[config.mk]
export PLATFORM = sky130hd
export DESIGN_NAME = fifo_read_sequencer
export DESIGN_NICKNAME = d
export VERILOG_FILES = /design/src/rtl/fifo_read_sequencer.sv
export SDC_FILE = /design/constraint.sdc
export NUM_CORES = 1
export LEC_CHECK = 0
export CAP_MARGIN = 20
export CORE_MARGIN = 2
export CORE_UTILIZATION = 35
export DETAILED_ROUTE_END_ITERATION = 12
export DONT_BUFFER_PORTS = 1
export GPL_TIMING_DRIVEN = 0
export SKIP_CTS_REPAIR_TIMING = 1
export SLEW_MARGIN = 5
export SYNTH_ARGS = -nofsm -noshare
export SYNTH_HDL_FRONTEND = slang
export SYNTH_SLANG_ARGS = --single-unit
[constraint.sdc]
create_clock -name clock -period 2.9 [get_ports clock]
set_input_delay 0.58 -clock clock [delete_from_list [all_inputs] [get_ports clock]]
set_output_delay 0.58 -clock clock [all_outputs]
set_load 0.02 [all_outputs]
[src/rtl/fifo_read_sequencer.sv]
// fifo_read_sequencer
//   Drains a non-showahead scfifo into a valid/ready stream. The FIFO's read
//   data appears one cycle after rdreq. A 2-entry buffer hides that latency,
//   so the stream runs at 1 word/cycle while the consumer is ready.
//   The block also sequences a flush: it stops reads, drops everything it
//   holds, pulses the FIFO's sclr for one cycle, then pulses flush_done.
//
// Ports
//   clock, reset        single clock, synchronous active-high reset
//   fifo_empty, fifo_q  scfifo status / read data (valid the cycle after rdreq)
//   fifo_rdreq          scfifo read request (combinational)
//   fifo_sclr           scfifo synchronous clear (registered)
//   out_valid/out_data  head of the output buffer
//   out_ready           consumer accept; handshake = out_valid & out_ready
//   flush               flush request, honoured only in RUN
//   busy, flush_done    flush in progress / one-cycle completion pulse
//   word_count          handshakes since reset (wraps)
module fifo_read_sequencer #(
  parameter int DATA_WIDTH  = 64,
  parameter int COUNT_WIDTH = 32
) (
  input  logic                   clock,
  input  logic                   reset,
  input  logic                   fifo_empty,
  input  logic [DATA_WIDTH-1:0]  fifo_q,
  output logic                   fifo_rdreq,
  output logic                   fifo_sclr,
  output logic                   out_valid,
  output logic [DATA_WIDTH-1:0]  out_data,
  input  logic                   out_ready,
  input  logic                   flush,
  output logic                   busy,
  output logic                   flush_done,
  output logic [COUNT_WIDTH-1:0] word_count
);

  typedef enum logic [1:0] {RUN, DRAIN, CLEAR, DONE} state_t;

  state_t                          state;
  logic [1:0][DATA_WIDTH-1:0]      buf_q;     // [0] is the head
  logic [1:0]                      count;     // buffered words, 0..2
  logic                            inflight;  // a read issued last cycle lands this edge
  logic                            hs;
  logic [2:0]                      occ;       // occupancy after this cycle's pop

  assign hs        = out_valid & out_ready;
  assign out_valid = (count != 2'd0);
  assign out_data  = buf_q[0];

  // Reserve a slot for every word that will land, so the buffer never overflows.
  assign occ        = 3'(count) + 3'(inflight) - 3'(hs);
  assign fifo_rdreq = (state == RUN) && !reset && !fifo_empty && (occ < 3'd2);

  always_ff @(posedge clock) begin
    if (reset) begin
      state      <= RUN;
      buf_q      <= '0;
      count      <= 2'd0;
      inflight   <= 1'b0;
      fifo_sclr  <= 1'b0;
      busy       <= 1'b0;
      flush_done <= 1'b0;
      word_count <= '0;
    end else begin
      inflight   <= fifo_rdreq;
      fifo_sclr  <= 1'b0;
      flush_done <= 1'b0;
      if (hs) word_count <= word_count + 1'b1;

      case (state)
        RUN: begin
          if (flush) begin
            // A handshake this cycle is already counted; the rest is dropped,
            // including any word still in flight.
            state <= DRAIN;
            busy  <= 1'b1;
            count <= 2'd0;
          end else begin
            case ({inflight, hs})
              2'b10: begin
                if (count == 2'd0) buf_q[0] <= fifo_q;
                else               buf_q[1] <= fifo_q;
                count <= count + 2'd1;
              end
              2'b01: begin
                buf_q[0] <= buf_q[1];
                count    <= count - 2'd1;
              end
              2'b11: begin
                if (count == 2'd1) begin
                  buf_q[0] <= fifo_q;
                end else begin
                  buf_q[0] <= buf_q[1];
                  buf_q[1] <= fifo_q;
                end
              end
              default: ;
            endcase
          end
        end
        DRAIN: begin
          // The in-flight word (if any) lands now and is ignored.
          state     <= CLEAR;
          fifo_sclr <= 1'b1;
        end
        CLEAR: begin
          state      <= DONE;
          flush_done <= 1'b1;
        end
        DONE: begin
          state <= RUN;
          busy  <= 1'b0;
        end
        default: state <= RUN;
      endcase
    end
  end

endmodule

==> out/metrics.cfg <==
[place]
dp_hpwl_mm = 14.6
port_buffers = 0
place_area_sq_um = 7950
place_congestion = 0.799

[worst_setup_path]
cp_data_required_time_ns = 2.32
worstSetupPathType = reg2out
path_cells = inv_4 -> ha_4 -> nor2b_1 -> buf_4 -> buf_8 -> inv_4 -> ha_4 -> nand2_4 -> fa_1 -> nand2_2 -> nor4_4
worstSetupStartpointType = register
cp_slowest_cell = fa_1
worst-path-max-fanout = 4
crit_arrival_ns = 2.70
end_kind = output port
max_stage_delay_ns = 0.55
r2r_cells = 14

[power_and_ir_drop]
irDropWorstVdd_mv = 0.371
p_leak_nw = 3.07
power.density_nw_per_um2 = 719
power_w = 0.00623

[routing]
viasPerCell = 5.17
dr.first_iter.drc_count = 356
ant_nets = 0
first_pass_iters = 5
wire_per_inst_microns = 17.5
drc_errors = 0
dr_total_vias = 6151
routed_wl_mm = 20.8

[global_route]
antenna_found_initial = 0
grt_overflow = 0
grt_usage = 0.182
grt_max_degree = 17
grt_pass1_wl_mm = 32.1
grt_pass1_vias = 5848

[timing]
rsz0062_at_grt = yes
period_needed_ns = 3.28
finalClockSkew_ns = 0.0149
setup_viol = 1
relSlewSlack = 0.505
report.final.hold_viol_count = 0
fin_crit_sh = 1.13
fmax_mhz = 305
setup_slack_ns = -0.384
fin_setup_tns_ns = -0.384
slew_violations = 0
tightest_slew_ns = 0.742

[clocking]
cts_tree = yes
clk_pin_slew_ns = 0.06
cts_sinks = 168
clock_path_buffers = 2
cts-buffers-inserted = 17
root_buffer = clkbuf_16
htree_levels = 4
insertion_delay_ns = 0.43

[final_layout]
num-fill-cells = 2149
register_area_sq_um = 3370
postLayoutCoreUtil = 0.410
drive_gt1_frac = 0.148
syn_to_final_growth_pct = 14.4
num_antenna_cells = 0
fin_area_sq_um = 8660
multiInputGateArea_sq_um = 3450
nNetsFinal = 980

[synth]
avgSynthCellArea_sq_um = 8.66
synthTopCellsByArea = dfxtp_1 (44%), mux2i_1 (8.6%), a311oi_1 (7.4%)
synth_top_cell_by_area = dfxtp_1
synth_edf_count = 0
synth.top_cell.area_share = 0.444
async_flop_share = 0
netlist_area_sq_um = 7570
ys_seq_area_frac = 0.444
synth_fp_nets = 954
synth-seq-cells = 168
synthCells = 875
ys.flop_type = dfxtp_1
yosys_warnings = 0
yosysUniqueCellTypes = 37

[status]
violations = setup timing
status = complete, but fails checks

[floorplanning]
die_width_microns = 151
design.die.area_sq_um = 22800
io_pins = 170
rows = 53
core_sq_um = 21200
die_h_microns = 151
start_util = 0.358

[flow_run]
cap_violations = 0

[worst_hold_path]
hold_path_class = in2reg
hold_depth = 1

[critical path, delay by kind of cell (launching register included)]
kind | cells | cell delay (ns)
fa+ha+maj | 3 | 0.97
buf+inv | 4 | 0.30
flops | 1 | 0.37
simple gates | 4 | 0.63
[flip-flops by register name (all words and copies together) (netlist names)]
name	flops
flush_done	1
buf_q	64
state	2
busy	1
inflight	1
word_count	32
out_data	64
count	2
fifo_sclr	1
[metal layers]
layer	GRT usage	up-vias	share of wire	routed length [microns]
li1	-	3075	-	-
met1	0.229	2919	0.44	9190
met2	0.300	133	0.48	9970
met3	0.0554	24	0.057	1190
met4	0.0570	0	0.020	408
met5	0	-	0	0
[path summary, 6_finish.rpt]
kind | start | end | slack, ns
hold reg to reg | buf_q[76] | out_data[12] | 0.48
hold / removal | fifo_empty | inflight | 0.23
setup / recovery | count[1] | fifo_rdreq | -0.38
setup reg to reg | count[1] | buf_q[70] | 0.16
[placed cells by master, fill, tap and decap left out, types with 15 or more instances in the layout]
cell type	instances
dfxtp_1	166
a311oi_1	64
nand2_1	82
clkbuf_16	17
nor2_1	146
buf_4	75
nand3_1	71
mux2i_1	65
o31ai_1	15
a21oi_1	24
clkbuf_1	47
[cell usage after synthesis (2+ instances only)]
| master | count |
|---|---|
| inv_1 | 12 |
| nand4_1 | 10 |
| and3_1 | 3 |
| nor2_1 | 146 |
| o31ai_1 | 15 |
| buf_1 | 5 |
| ha_1 | 9 |
| mux2i_1 | 65 |
| and4_1 | 5 |
| nand2_1 | 84 |
| nor2b_1 | 5 |
| nor4_1 | 4 |
| or3_1 | 6 |
| xor2_1 | 6 |
| a211oi_1 | 3 |
| buf_2 | 16 |
| nor3_1 | 3 |
| xnor2_1 | 4 |
| mux2_2 | 2 |
| a21oi_1 | 24 |
| clkbuf_1 | 48 |
| buf_4 | 64 |
| dfxtp_1 | 168 |
| nand3b_1 | 2 |
| a311oi_1 | 64 |
| o21ai_0 | 8 |
| or4_1 | 14 |
| nand3_1 | 71 |
[power breakdown]
| part | switching, W | leakage [nW] | internal [W] |
|---|---|---|---|
| logic | 0.000782 | 1.44 | 0.000498 |
| clock network | 0.000979 | 0.269 | 0.00133 |
| registers | 0.000134 | 1.36 | 0.00251 |
| total | 0.00190 | 3.07 | 0.00433 |
[stage by stage]
stage          worst slack, ns  std cells  hold WS, ns
2_1_floorplan           0.0174        875        0.457
3_3_place_gp            -0.250       1150        0.472
3_5_place_dp            -0.267       1150        0.478
4_1_cts                 -0.738       1182        0.219
5_1_grt                 -0.526       1189        0.223
6_report                -0.384       1189        0.234
[kinds of logic (layout without fill, tap and decap cells)]
kind of cell,Yosys count,count (layout),synth area share
xor gates and xnor gates,10,10,0.0116
DFF,168,168,0.444
and+or+nand+nor,358,358,0.215
buffers and inverters,146,185,0.108
adders and majority gates,10,10,0.0175
muxes,67,67,0.0889
AOI/OAI and AO/OA,116,116,0.116
[layout make-up]
class / count / area share
multi-input cells: 561 / 0.398
flip-flops and latches: 168 / 0.389
plain buffers: 134 / 0.0927
clock buffers: 20 / 0.0527
well taps: 275 / 0.0397
clock inverters: 12 / 0.0163
repair buffers: 7 / 0.00606
inverters: 12 / 0.00578
No activity file was read; power rests on OpenSTA's default activity.
